## src/rtl/seq_fsm_pattern_detect_if.sv

```systemverilog
// Configuration, serial-bit and status bundle for the serial pattern detector.
// Driven by a master (stimulus/host) and consumed by the detector as slave.
interface seq_fsm_pattern_detect_if #(
    parameter int unsigned P_NBITS     = 4,
    parameter int unsigned P_CNT_NBITS = 8
);
    localparam int unsigned SW = $clog2(P_NBITS + 1);

    logic                   cfg_en;
    logic [P_NBITS-1:0]     cfg_pattern;
    logic                   cfg_overlap;
    logic                   in_val;
    logic                   in_;
    logic [SW-1:0]          state;
    logic                   match;
    logic [P_CNT_NBITS-1:0] count;

    modport master (
        output cfg_en, cfg_pattern, cfg_overlap, in_val, in_,
        input  state, match, count
    );

    modport slave (
        input  cfg_en, cfg_pattern, cfg_overlap, in_val, in_,
        output state, match, count
    );
endinterface

```

## src/rtl/seq_fsm_pattern_detect.sv

```systemverilog
// Serial bit-pattern detector: tracks matched-prefix length of a loadable pattern,
// flags a full match (Moore) and keeps a saturating match count.
module seq_fsm_pattern_detect #(
    parameter int unsigned P_NBITS     = 4,
    parameter int unsigned P_CNT_NBITS = 8
) (
    input  logic                      clk,
    input  logic                      reset,
    seq_fsm_pattern_detect_if.slave   bus
);
    localparam int unsigned            SW      = $clog2(P_NBITS + 1);
    localparam logic [SW-1:0]          S_FULL  = SW'(P_NBITS);
    localparam logic [P_CNT_NBITS-1:0] CNT_MAX = '1;

    logic [SW-1:0]          state_q, state_d, step_s;
    logic                   match_q, match_d;
    logic [P_CNT_NBITS-1:0] count_q, count_d;
    logic [P_NBITS-1:0]     pat_q, pat_d;
    logic                   ovl_q, ovl_d;

    // Longest pattern prefix that is a suffix of (matched prefix ++ new bit).
    function automatic logic [SW-1:0] next_state(
        input logic [SW-1:0]      s,
        input logic               b,
        input logic [P_NBITS-1:0] p,
        input logic               ovl
    );
        logic [P_NBITS:0]   w;
        logic [P_NBITS-1:0] ps;
        int unsigned        sv;
        int unsigned        cap;
        logic               ok;
        logic [SW-1:0]      best;
        best = '0;
        sv   = 32'(s);
        if (s == S_FULL && !ovl) begin
            best = (b == p[P_NBITS-1]) ? SW'(1) : '0;
        end else begin
            // Low bits of w hold the most recent bits, newest at w[0].
            w   = {1'b0, p} >> (P_NBITS - sv);
            w   = {w[P_NBITS-1:0], b};
            cap = (s == S_FULL) ? P_NBITS : sv + 1;
            for (int unsigned k = 1; k <= P_NBITS; k++) begin
                ps = p >> (P_NBITS - k);
                ok = (k <= cap);
                for (int unsigned j = 0; j < P_NBITS; j++) begin
                    if (j < k && w[j] != ps[j]) ok = 1'b0;
                end
                if (ok) best = SW'(k);
            end
        end
        return best;
    endfunction

    // State register.
    always_ff @(posedge clk or negedge reset) begin
        if (!reset) begin
            state_q <= '0;
            match_q <= 1'b0;
            count_q <= '0;
            pat_q   <= '0;
            ovl_q   <= 1'b1;
        end else begin
            state_q <= state_d;
            match_q <= match_d;
            count_q <= count_d;
            pat_q   <= pat_d;
            ovl_q   <= ovl_d;
        end
    end

    // Next-state and output logic; configuration load wins over data.
    always_comb begin
        state_d = state_q;
        match_d = match_q;
        count_d = count_q;
        pat_d   = pat_q;
        ovl_d   = ovl_q;
        step_s  = next_state(state_q, bus.in_, pat_q, ovl_q);
        if (bus.cfg_en) begin
            pat_d   = bus.cfg_pattern;
            ovl_d   = bus.cfg_overlap;
            state_d = '0;
            match_d = 1'b0;
            count_d = '0;
        end else if (bus.in_val) begin
            state_d = step_s;
            match_d = (step_s == S_FULL);
            if (step_s == S_FULL && count_q != CNT_MAX) begin
                count_d = count_q + P_CNT_NBITS'(1);
            end
        end
    end

    assign bus.state = state_q;
    assign bus.match = match_q;
    assign bus.count = count_q;
endmodule

```

## src/flat_wrapper.sv

```systemverilog
// flat-port wrapper written by rule: the top's interface ports become plain ports
module seq_fsm_pattern_detect_flat 
#(
    parameter int unsigned P_NBITS     = 4,
    parameter int unsigned P_CNT_NBITS = 8
)
  (clk, reset, bus_cfg_en, bus_cfg_pattern, bus_cfg_overlap, bus_in_val, bus_in_, bus_state, bus_match, bus_count);
  seq_fsm_pattern_detect_if #(.P_NBITS(P_NBITS), .P_CNT_NBITS(P_CNT_NBITS)) bus_i ();
  input  logic clk;
  input  logic reset;
  input wire logic [$bits(bus_i.cfg_en)-1:0] bus_cfg_en;
  input wire logic [$bits(bus_i.cfg_pattern)-1:0] bus_cfg_pattern;
  input wire logic [$bits(bus_i.cfg_overlap)-1:0] bus_cfg_overlap;
  input wire logic [$bits(bus_i.in_val)-1:0] bus_in_val;
  input wire logic [$bits(bus_i.in_)-1:0] bus_in_;
  output wire logic [$bits(bus_i.state)-1:0] bus_state;
  output wire logic [$bits(bus_i.match)-1:0] bus_match;
  output wire logic [$bits(bus_i.count)-1:0] bus_count;
  assign bus_i.cfg_en = bus_cfg_en;
  assign bus_i.cfg_pattern = bus_cfg_pattern;
  assign bus_i.cfg_overlap = bus_cfg_overlap;
  assign bus_i.in_val = bus_in_val;
  assign bus_i.in_ = bus_in_;
  assign bus_state = bus_i.state;
  assign bus_match = bus_i.match;
  assign bus_count = bus_i.count;
  seq_fsm_pattern_detect #(.P_NBITS(P_NBITS), .P_CNT_NBITS(P_CNT_NBITS)) u_core (.clk(clk), .reset(reset), .bus(bus_i));
endmodule
```

## config.mk

```make
export PLATFORM = sky130hd
export DESIGN_NAME = seq_fsm_pattern_detect_flat
export DESIGN_NICKNAME = d
export VERILOG_FILES = /design/src/rtl/seq_fsm_pattern_detect_if.sv /design/src/rtl/seq_fsm_pattern_detect.sv /design/src/flat_wrapper.sv
export SDC_FILE = /design/constraint.sdc
export NUM_CORES = 1
export LEC_CHECK = 0
export ABC_AREA = 1
export BUFFER_PORTS_ARGS = -buffer_cell sky130_fd_sc_hd__clkbuf_2
export CORE_UTILIZATION = 30
export DETAILED_ROUTE_END_ITERATION = 10
export SLEW_MARGIN = 20
export SYNTH_ARGS = -nofsm -noshare
export SYNTH_HDL_FRONTEND = slang
export SYNTH_SLANG_ARGS = --single-unit
```

## constraint.sdc

```tcl
create_clock -name clk -period 2.3 [get_ports clk]
set_input_delay 0.575 -clock clk [delete_from_list [all_inputs] [get_ports clk]]
set_output_delay 0.575 -clock clk [all_outputs]
set_load 0.02 [all_outputs]
```

# [Word-level counts from Yosys, hierarchy flattened]
# Cells that the tools add are included.
[word_totals] wordCells=61 output_inout_bits=12 reg_bits=17 inputBits=10
[op_classes] reduce_logical=6 shift=1 add_sub_neg=3 muxes=28 eq_ne=14 n_lt_le_gt_ge=4
[ops] op="$le 2x32->1 const A" count=2
[ops] op="$le 1x32->1 const A" count=1
[ops] op="$le 3x32->1 const A" count=1
[ops] op="$mux 32" count=1
[ops] op="$shr 4x32->3" count=1
[ops] op="$mux 8" count=3
[ops] op="$mux 1" count=18
[ops] op="$mux 3" count=6
[ops] op="$ne 1x1->1" count=10
[ops] op="$add 8x1->8 const B" count=1
[ops] op="$ne 8x8->1 const B" count=1
[ops] op="$eq 3x3->1 const B" count=2
[ops] op="$add 3x1->4 const B" count=1
[ops] op="$reduce_bool 2->1" count=2
[ops] op="$sub 3x3->4 const A" count=1
[ops] op="$logic_and 1x1->1" count=2
[ops] op="$reduce_and 2->1" count=1
[ops] op="$eq 1x1->1" count=1
[ops] op="$logic_not 1->1" count=1

# [Depth between registers and ports, before layout]
# Gate-level depths: netlist (run 1).
[logic_depth] depth_word=15 depth_mapped=14 mapped_depth_nobuf=13

# [Worst setup path after synthesis (run 1)]
# OpenSTA, ideal clock, no wires.
[synth_path] path_type="reg2reg" from="register u_core.state_q[0], in the netlist u_core.bus.state[0]" to="register u_core.count_q[2], in the netlist u_core.bus.count[2]" required_time_ps=2234 setup_slack_ps=78 setup_ps=66 path_buffers=1 synth_period_minus_slack_ps=2222 t_arrival_ps=2156 stages_incl_launch_ff=14 cell_sequence="dfrtp_1 -> buf_6 -> inv_2 -> ha_1 -> ha_1 -> nor2_1 -> nand3_1 -> nand2_2 -> nand3_4 -> nor2_8 -> nand4_4 -> nand2_4 -> nand2_1 -> nand2_1"
[synth_via] elab_chain_len=14 elab_cells_between_ends=39 classes_between="2 x add/sub; 4 x order compare; 8 x eq/ne; 1 x shift; 20 x mux; 4 x reduce/logical"
[synth_rtl] element="start: declaration" line="seq_fsm_pattern_detect.sv:15" source="logic [SW-1:0] state_q, state_d, step_s;"
[synth_rtl] element="start signal: assignment" line="seq_fsm_pattern_detect.sv:64" source="state_q <= state_d;"
[synth_rtl] element="$add 3x1->4 / $eq 3x3->1 (equally long branches)" line="seq_fsm_pattern_detect.sv:42, seq_fsm_pattern_detect.sv:36"
[synth_rtl] element="$mux 32" line="seq_fsm_pattern_detect.sv:42" source="cap = (s == S_FULL) ? P_NBITS : sv + 1;"
[synth_rtl] element="$le 1x32->1, or another cell as far along" line="seq_fsm_pattern_detect.sv:45" source="ok = (k <= cap);"
[synth_rtl] element="$mux 1" line="seq_fsm_pattern_detect.sv:47" source="if (j < k && w[j] != ps[j]) ok = 1'b0;"
[synth_rtl] element="$mux 1, on equally long branches" line="seq_fsm_pattern_detect.sv:36, seq_fsm_pattern_detect.sv:47"
[synth_rtl] element="$mux 1, on equally long branches" line="seq_fsm_pattern_detect.sv:49, seq_fsm_pattern_detect.sv:36, seq_fsm_pattern_detect.sv:47"
[synth_rtl] element="$mux 3, or another cell as far along" line="seq_fsm_pattern_detect.sv:49" source="if (ok) best = SW'(k);"
[synth_rtl] element="$mux 3 / $mux 1 (equally long branches)" line="seq_fsm_pattern_detect.sv:49, seq_fsm_pattern_detect.sv:36"
[synth_rtl] element="$mux 3" line="seq_fsm_pattern_detect.sv:49"
[synth_rtl] element="$mux 3 *" line="seq_fsm_pattern_detect.sv:36" source="if (s == S_FULL && !ovl) begin"
[synth_rtl] element="$eq 3x3->1 *" line="seq_fsm_pattern_detect.sv:89" source="if (step_s == S_FULL && count_q != CNT_MAX) begin"
[synth_rtl] element="$logic_and 1x1->1 *" line="seq_fsm_pattern_detect.sv:89"
[synth_rtl] element="$reduce_bool 2->1 (no line) *"
[synth_rtl] element="$reduce_and 2->1 (no line) *"
[synth_rtl] element="end signal: assignment" line="seq_fsm_pattern_detect.sv:66" source="count_q <= count_d;"
[synth_rtl] element="end: declaration" line="seq_fsm_pattern_detect.sv:17" source="logic [P_CNT_NBITS-1:0] count_q, count_d;"
# Mark *: on every way between the ends. The rest lies on a longest branch, timed or not. The select of a mux whose other input is x is not followed.
# A chain may end at the register's enable or synchronous reset.

# [Final worst setup path (run 1)]
# Same ends and word-level chain as after synthesis.

==> results of run 1 <==
## sequential cells by signal (all words and copies together) (netlist names)
signal,cells
u_core.bus.count,8
u_core.pat_q,4
u_core.bus.state,3
u_core.bus.match,1
u_core.ovl_q,1
## power by group through the flow
stage / sequential [mW] / combinational, mW / clock, mW
6_report: 0.339 / 0.174 / 0.223
4_1_cts: 0.339 / 0.176 / 0.232
5_1_grt: 0.341 / 0.197 / 0.247
3_5_place_dp: 0.345 / 0.175 / 0
3_3_place_gp: 0.345 / 0.174 / 0
2_1_floorplan: 0.350 / 0.118 / 0
## worst max path at each step
| stage | startpoint | end | slack (ns) | depth (start not counted) |
|---|---|---|---|---|
| 3_3_place_gp | u_core.bus.state[0]$_DFFE_PN0P_ | u_core.bus.count[4]$_DFFE_PN0P_ | 0.23 | 12 |
| 5_1_grt | u_core.bus.state[0]$_DFFE_PN0P_ | u_core.bus.count[2]$_DFFE_PN0P_ | 0.06 | 12 |
| 2_1_floorplan | u_core.bus.state[0]$_DFFE_PN0P_ | u_core.bus.count[2]$_DFFE_PN0P_ | 0.08 | 13 |
| 3_5_place_dp | u_core.bus.state[0]$_DFFE_PN0P_ | u_core.bus.count[2]$_DFFE_PN0P_ | 0.20 | 12 |
| 4_1_cts | u_core.bus.state[0]$_DFFE_PN0P_ | u_core.bus.count[2]$_DFFE_PN0P_ | 0.17 | 12 |
| 6_report | u_core.bus.state[0]$_DFFE_PN0P_ | u_core.bus.count[2]$_DFFE_PN0P_ | 0.17 | 12 |
## per-layer routing
metal	global-route usage, %	part of all wire (%)
met1	19.27	51
met2	23.13	46
met3	2.055	3.3
met5	0	0
met4	4.787	0.53
## cells by family after synthesis
logic type	share of synthesized area [%]
AOI/OAI and AO/OA	6.911
DFF	33.66
xor gates and xnor gates	5.528
buffers and inverters	5.923
and+or+nand+nor	44.03
adders and majority gates	3.949
## stage by stage
stage / hold WS, ns / total power [mW] / setup WS, ns / instances
2_1_floorplan: 0.2794 / 0.4678 / 0.07786 / 174
3_3_place_gp: 0.4786 / 0.5189 / 0.2318 / 245
3_5_place_dp: 0.4798 / 0.5191 / 0.1952 / 245
4_1_cts: 0.2666 / 0.7472 / 0.1708 / 249
5_1_grt: 0.2848 / 0.7858 / 0.05716 / 249
6_report: 0.2545 / 0.7372 / 0.1694 / 249
## cell type report
cell class,instances,share of cell area (%)
multi-input combinational,139,51.47
sequential,17,28.68
timing repair buffer,25,9.083
tap,50,4.205
inverter,14,3.532
clock buffer,4,3.028
## layout by cell type (no fill, tap or decap), types with 3 or more instances in the layout
cell,count
clkbuf_2,21
nand3_2,3
xnor2_1,4
nand4_1,4
inv_1,11
o21ai_0,5
dfrtp_1,16
clkbuf_8,3
xor2_1,4
nand3_1,19
nor3_1,3
nand2_1,61
nand2_2,6
ha_1,4
buf_4,4
nor2_1,13
==> out/metrics.yaml, run 1 <==
status: "finished, final reports clean"
num_rows: 23
drc_errors: 0
dr.pass1.iters: 4
cap_violations: 0
h-tree-depth: 1
r2r_cells: 12
relSlewSlack_pct: 70.50
ys_seq_area_share_pct: 33.66
clk_pin_slew_ns: 0.07
syn-num-nets: 188
reg2reg_slack_ns: 0.17
rsz0062_at_grt: "no"
slew_violations: 0
initial_utilization_pct: 31.46
grt_max_degree: 18
yosys_most_used_dff: "dfrtp_1"
nets: 214
crit-reg2reg-launch: "u_core.bus.state[0]$_DFFE_PN0P_"
finClkSkew_ns: 0.001703
path_cells: "inv_2, ha_1, ha_1, nor2_1, nand3_1, nand2_2, nand3_4, nor2_8, nand4_4, nand2_4, nand2_1, nand2_1"
synth_top_area_cell: "dfrtp_1"
synth_seq_cells: 17
seqPwrFrac_pct: 46.0
hold_class: "in -> async"
filler_cell_count: 438
synth_cells: 174
synth_top_cells_by_count: "nand2_1, nand3_1, dfrtp_1"
critPathArrivalTime_ns: 2.32
ys_warn_count: 0
cts_inserted_buffers: 3
core_um2: 4029
clock-root-buffer: "clkbuf_8"
gp_congestion: 0.9426
critPathMaxFanout: 9
crit_required_ns: 2.49
grt_pass1_vias: 1080
clkPwrFrac_pct: 30.3
vdd_ir_drop_max_uv: 332.4
drive_gt1_share_pct: 23.12
placed_cell_area_um2: 1443
clockBufferDepth: 2
tightest_slew_ns: 0.4424
postCtsSetupBuffers: 0
avgSynthCellArea_um2: 7.284
post_cts_resize_count: 0
p_sw_mw: 0.2384
io_pins: 22
wirelength_um: 2840
utilization_pct: 36.93
timing.fmax_mhz: 469.4
crit_path_end_kind: "flop"
fin_crit_sh_pct: 92.63
hpwl_um: 2212
cellLeakagePower_nw: 0.7589
die-height_um: 67
dr.first_iter.drc_count: 62
vias: 1171
die_w_um: 67
cts_tree: "built"
grt_pass1_wl_um: 4809
cp_top_family: "simple AND/OR/NAND/NOR gates"
hold_viol_final: 0
synth_top_area_share_pct: 31.59
crit_type: "reg -> reg"
setup_viol: 0
via_per_inst: 4.703
crit_buf_inv: 1
cp_slowest_cell: "dfrtp_1"
power_frac_comb_pct: 23.7
portBuffers: 21
intPower_mw: 0.4988
cpPeakStageDelay_ns: 0.36
avgRoutedWirePerCell_um: 11.41
grt_overflow_total: 0
synth.distinct_cells: 29
antenna_found_initial: 0
synth_enable_flop_cells: 0
n_antenna_cell: 0
synth_most_common_cell: "nand2_1"
finalCriticalPeriod_ns: 2.131
r2r-end: "u_core.bus.count[2]$_DFFE_PN0P_"
postCtsHoldBufs: 0
ant_nets: 0
final.setup.tns_ns: 0
synth_area_leaders: "dfrtp_1, nand2_1, nand3_1, ha_1, nor2_1"
seqCellArea_um2: 426.7
cp-start-kind: "flop"
synth_area_um2: 1267
syn_to_final_growth_pct: 17.37
grt_usage_pct: 14.33
powerDensity_nw_per_um2: 495.5
async_reset_ff_share_pct: 100.0
clkLatencyLatePin_ns: 0.25
die_area_um2: 4489
multiInputGateArea_um2: 765.7
cts_sinks: 17
fin_area_um2: 1488
swShare_pct: 32.33
Power figures use the tool's default switching activity.
==> run 2, diff against run 1 <==
- BUFFER_PORTS_ARGS: -buffer_cell sky130_fd_sc_hd__clkbuf_2 -> unset
- CORE_UTILIZATION: 30 -> 62
- DONT_BUFFER_PORTS: unset -> 1
- PLACE_DENSITY: unset -> 0.78
==> out/metrics.yaml, run 2 (synthesized netlist as in run 1, its figures left out) <==
clkLatencyLatePin_ns: 0.29
finalPower_mw: 0.6671
portBuffers: 0
antenna_found_initial: 0
dr.first_iter.drc_count: 72
intPower_mw: 0.4312
drc_errors: 0
r2r-end: "u_core.bus.count[2]$_DFFE_PN0P_"
vdd_ir_drop_max_uv: 451.2
hpwl_um: 2135
clk_pin_slew_ns: 0.11
final_common_cell: "nand2_1"
critPathMaxFanout: 8
grt_overflow_total: 0
power_frac_comb_pct: 23.1
cts_sinks: 17
avgRoutedWirePerCell_um: 14.05
grt_pass1_wl_um: 4519
p_sw_mw: 0.2358
wirelength_um: 2867
final_cell_mix: "nand2_1, nand3_1, dfrtp_1"
dr.pass1.iters: 4
finalCriticalPeriod_ns: 2.160
crit_type: "reg -> reg"
num_rows: 15
critPathArrivalTime_ns: 2.39
crit_path_end_kind: "flop"
rsz0062_at_grt: "no"
tightest_slew_ns: 0.7142
ant_nets: 0
cts_inserted_buffers: 3
final.setup.tns_ns: 0
hold_viol_final: 0
grt_usage_pct: 29.28
nets: 194
grt_pass1_vias: 1043
largest_reg_flops: 8
crit-reg2reg-launch: "u_core.bus.state[1]$_DFFE_PN0P_"
finClkSkew_ns: 0.008936
drive_gt1_share_pct: 15.64
slew_violations: 0
syn_to_final_growth_pct: 7.107
core_um2: 1821
fin_crit_sh_pct: 93.93
cp-start-kind: "flop"
relSlewSlack_pct: 52.23
cts_tree: "built"
io_pins: 22
seqPwrFrac_pct: 52.0
reg2reg_slack_ns: 0.14
die_w_um: 47.22
n_antenna_cell: 0
vias: 1184
r2r_cells: 12
hold_class: "in -> async"
cap_violations: 0
die_area_um2: 2229
via_per_inst: 5.804
initial_utilization_pct: 69.62
setup_viol: 0
gp_congestion: 0.8776
clockBufferDepth: 2
timing.fmax_mhz: 462.9
swShare_pct: 35.35
clkPwrFrac_pct: 24.8
status: "finished, final reports clean"
cellLeakagePower_nw: 0.6621
grt_max_degree: 21
h-tree-depth: 1
crit_required_ns: 2.53
powerDensity_nw_per_um2: 491.4
postCtsSetupBuffers: 0
die-height_um: 47.22
clock-root-buffer: "clkbuf_4"
==> run 2: cell types whose count changed in the layout (fill, tap and decap cells not counted) <==
cell,before,now
clkbuf_4,0,3
dfrtp_2,0,1
buf_4,4,3
clkbuf_2,21,0
dfrtp_1,16,15
nand4_2,0,1
clkinv_2,0,1
nor2_1,13,12
clkbuf_8,3,0
clkbuf_1,1,0
nor2_4,0,1
dlygate4sd3_1,0,1
==> run 2: metal layers <==
metal | share of wire (%) | track usage (%) | vias up
met1 | 44 | 42.42 | 532
met5 | 0 | 0 | -
met2 | 44 | 41.94 | 66
met3 | 9.8 | 7.692 | 8
li1 | - | - | 578
met4 | 2.0 | 10.29 | 0
==> run 2: power by group through the flow <==
stage	clock network (mW)	registers [mW]	logic, mW
after global placement	0	0.352	0.134
after global routing	0.176	0.351	0.173
final	0.166	0.347	0.154
after detailed placement	0	0.353	0.139
after floorplan	0	0.350	0.118
after CTS	0.165	0.347	0.147
==> run 2: final cells by class <==
class | count | area (µm²)
multi-input cells | 140 | 785.8
fillers | 152 | 462.9
flip-flops and latches | 17 | 427.9
inverters | 14 | 52.55
repair buffers | 4 | 32.53
well taps | 25 | 31.28
clock buffers | 3 | 22.52
clock inverters | 1 | 5.005
==> run 2: worst max-delay path by stage <==
stage | from | to | slack, ns | depth (start not counted)
6_report | u_core.bus.state[1]$_DFFE_PN0P_ | u_core.bus.count[2]$_DFFE_PN0P_ | 0.14 | 12
5_1_grt | u_core.bus.state[1]$_DFFE_PN0P_ | u_core.bus.count[4]$_DFFE_PN0P_ | 0.009 | 12
4_1_cts | u_core.bus.state[1]$_DFFE_PN0P_ | u_core.bus.count[0]$_DFFE_PN0P_ | 0.008 | 12
3_5_place_dp | u_core.bus.state[1]$_DFFE_PN0P_ | u_core.bus.count[3]$_DFFE_PN0P_ | 0.06 | 12
3_3_place_gp | u_core.bus.state[1]$_DFFE_PN0P_ | u_core.bus.count[1]$_DFFE_PN0P_ | 0.13 | 12
2_1_floorplan | u_core.bus.state[0]$_DFFE_PN0P_ | u_core.bus.count[2]$_DFFE_PN0P_ | 0.08 | 13
==> run 2: timing repair <==
action                                  4_1_cts  5_1_grt
endpoints found under the setup margin        0        9
hold buffers                                  1        0
endpoints found under the hold margin        16        0
gates resized for setup                       0        3
==> run 2: critical path: stages (launching register included) <==
cell	delay [ns]
dfrtp_2	0.45
inv_1	0.07
ha_1	0.18
ha_1	0.34
nor2_1	0.17
nand3_2	0.14
nand3_2	0.11
nand2_2	0.09
nor2_8	0.13
nand4_4	0.13
nand2_4	0.16
nand2_1	0.07
nand2_1	0.07
==> run 2: per-stage QoR <==
step | setup WS [ns] | hold WS [ns] | util, % | cell area [µm²] | std cells
floorplan | 0.07786 | 0.2794 | - | 1267 | 174
global placement | 0.1290 | 0.2797 | 71.34 | 1299 | 198
detailed placement | 0.05656 | 0.2798 | 71.34 | 1299 | 198
CTS | 0.008281 | 0.1052 | 73.40 | 1336 | 203
global route | 0.009066 | 0.09203 | 74.57 | 1358 | 204
finish | 0.1395 | 0.1059 | 74.57 | 1358 | 204
==> run 3, diff against run 2 <==
- ABC_AREA: 1 -> 0
- clock period: 2.3 -> 2 ns (I/O delays scaled with it)
==> out/metrics.yaml, run 3 <==
dr.pass1.iters: 4
hpwl_um: 2235
grt_pass1_vias: 1083
p_sw_mw: 0.2791
grt_usage_pct: 30.13
cts_sinks: 17
synth_enable_flop_cells: 0
synth_seq_cells: 17
clkLatencyLatePin_ns: 0.31
finalCriticalPeriod_ns: 2.375
seqPwrFrac_pct: 43.7
dp.cells: 190
dr.first_iter.drc_count: 71
syn-num-nets: 154
crit_path_end_kind: "flop"
vias: 1252
finalPower_mw: 0.8579
relSlewSlack_pct: 51.74
die_area_um2: 2303
final_cell_mix: "buf_4, nor2_1, dfrtp_1"
power_frac_comb_pct: 34.5
gp_congestion: 0.8745
drc_errors: 0
yosys_most_used_dff: "dfrtp_1"
synth_cells: 140
setup_viol: 12
io_pins: 22
clkPwrFrac_pct: 21.9
cellLeakagePower_nw: 0.7084
worst_slack_ns: -0.3748
grt_max_degree: 23
crit_cells: 11
intPower_mw: 0.5787
synth_top_family_by_area: "simple AND/OR/NAND/NOR gates"
cp_top_family: "simple AND/OR/NAND/NOR gates"
num_rows: 16
finClkSkew_ns: 0.007963
utilization_pct: 88.26
async_reset_ff_share_pct: 100.0
synth_simple_gate_area_share_pct: 26.34
synth_area_leaders: "dfrtp_1, nor2_1, xnor2_1, ha_1, buf_6"
crit_buf_inv: 2
final.setup.tns_ns: -2.891
portBuffers: 0
h-tree-depth: 1
slew_violations: 0
n_antenna_cell: 0
die-height_um: 47.99
synth-compound-area-share_pct: 14.98
nets: 188
cp-start-kind: "flop"
drive_gt1_share_pct: 47.98
crit_required_ns: 2.25
core_um2: 1982
grt_pass1_wl_um: 4692
die_w_um: 47.99
cts_inserted_buffers: 3
filler_cell_count: 84
wirelength_um: 3737
final_cell_count_no_fill: 200
rsz0062_at_grt: "yes"
ant_nets: 0
muxShareOfSynthArea_pct: 8.969
cts_tree: "built"
violations: "negative setup slack"
timing.fmax_mhz: 421.1
swShare_pct: 32.54
avgSynthCellArea_um2: 9.366
clock-root-buffer: "clkbuf_4"
tightest_slew_ns: 0.7215
final_common_cell: "buf_4"
critPathArrivalTime_ns: 2.62
status: "complete, but fails checks"
cap_violations: 0
synth_top_area_cell: "dfrtp_1"
hold_viol_final: 0
synth_top_cells_by_count: "dfrtp_1, nor2_1, nand2_1"
cp_slowest_cell: "dfrtp_2"
ys_seq_area_share_pct: 32.54
critPathMaxFanout: 4
crit_path_frequent_cell: "ha_4"
clk_pin_slew_ns: 0.10
synth_most_common_cell: "dfrtp_1"
synth_top_area_share_pct: 30.53
initial_utilization_pct: 66.16
syn_to_final_growth_pct: 33.40
vdd_ir_drop_max_uv: 537.9
largest_reg_flops: 8
avgRoutedWirePerCell_um: 18.69
grt_overflow_total: 0
synth_area_um2: 1311
fin_crit_sh_pct: 118.7
hold_class: "in -> async"
ys_warn_count: 0
synthAdderAreaFrac_pct: 3.817
synthXorXnorAreaFrac_pct: 6.679
synth.distinct_cells: 46
cpPeakStageDelay_ns: 0.44
path_cells: "inv_6, ha_4, ha_4, nor2_4, o211ai_1, a32oi_2, nor4_4, buf_4, nand4b_1, or3_1, a21oi_2"
powerDensity_nw_per_um2: 490.4
crit_type: "reg -> reg"
antenna_found_initial: 0
clockBufferDepth: 2
via_per_inst: 6.260
r2r_cells: 11
run 3: cell types whose count changed after synthesis, moves of 4 or more:
cell,delta
nand2_1,-50
a21oi_1,+5
nand2_2,-5
mux2_2,+4
nand3_1,-15
inv_1,-6
nand2b_1,+4
run 3: power groups by stage:
stage | sequential (mW) | clock (mW) | combinational (mW)
3_3_place_gp | 0.379 | 0 | 0.238
2_1_floorplan | 0.375 | 0 | 0.205
5_1_grt | 0.376 | 0.203 | 0.313
6_report | 0.375 | 0.188 | 0.296
4_1_cts | 0.373 | 0.186 | 0.273
3_5_place_dp | 0.380 | 0 | 0.245
run 3: what timing repair did:
item	4_1_cts	5_1_grt
pin swaps	10	10
hold endpoints to repair	16	0
gates resized for setup	9	17
setup buffers	4	2
hold buffers	1	0
endpoints found under the setup margin	12	12
gates cloned	0	0
run 3: worst paths after layout:
path | from | to | slack [ns]
max | u_core.bus.state[0]$_DFFE_PN0P_ | u_core.bus.count[6]$_DFFE_PN0P_ | -0.37
min | reset | u_core.ovl_q$_DFFE_PN1P_ | 0.03
max reg2reg | u_core.bus.state[0]$_DFFE_PN0P_ | u_core.bus.count[6]$_DFFE_PN0P_ | -0.37
min reg2reg | u_core.ovl_q$_DFFE_PN1P_ | u_core.ovl_q$_DFFE_PN1P_ | 0.63
max in group asynchronous | reset | u_core.bus.state[0]$_DFFE_PN0P_ | 0.81
min in group clk | bus_cfg_en | u_core.bus.count[6]$_DFFE_PN0P_ | 0.23
run 3: cells by family (layout without fill, tap and decap cells):
family,Yosys count,after routing
and+or+nand+nor,61,61
AOI/OAI and AO/OA,26,26
DFF,17,17
buffers and inverters,13,46
xor gates and xnor gates,10,10
muxes,9,9
adders and majority gates,4,4
run 3: worst register-to-register path, stage by stage, from the launching register on:
cell and delay, ns:
dfrtp_2 0.44, inv_6 0.04, ha_4 0.15, ha_4 0.29, nor2_4 0.04, o211ai_1 0.10, a32oi_2 0.10, nor4_4 0.35
buf_4 0.20, nand4b_1 0.13, or3_1 0.35, a21oi_2 0.12
run 3: cell type report:
type	count	area [µm²]	share of cell area (%)
Timing Repair Buffer	37	291.5	16.67
Multi-Input combinational cell	110	943.4	53.93
Clock buffer	4	26.28	1.502
Inverter	5	23.77	1.359
Sequential cell	17	430.4	24.61
Tap cell	27	33.78	1.931
run 3: per-layer routing:
layer	vias to the layer above	global-route usage [%]	wire [µm]
li1	558	-	-
met1	604	40.14	1494
met2	78	48.38	1806
met3	12	8.679	376
met4	0	7.222	59
met5	-	0	0
run 3: through the flow:
step / area, µm² / hold WS (ns) / setup WS (ns)
floorplan: 1370 / 0.2044 / -0.4869
global placement: 1560 / 0.2047 / -0.3447
detailed placement: 1560 / 0.2049 / -0.3917
CTS: 1659 / 0.03277 / -0.2773
global route: 1749 / 0.01125 / -0.4666
finish: 1749 / 0.03063 / -0.3748
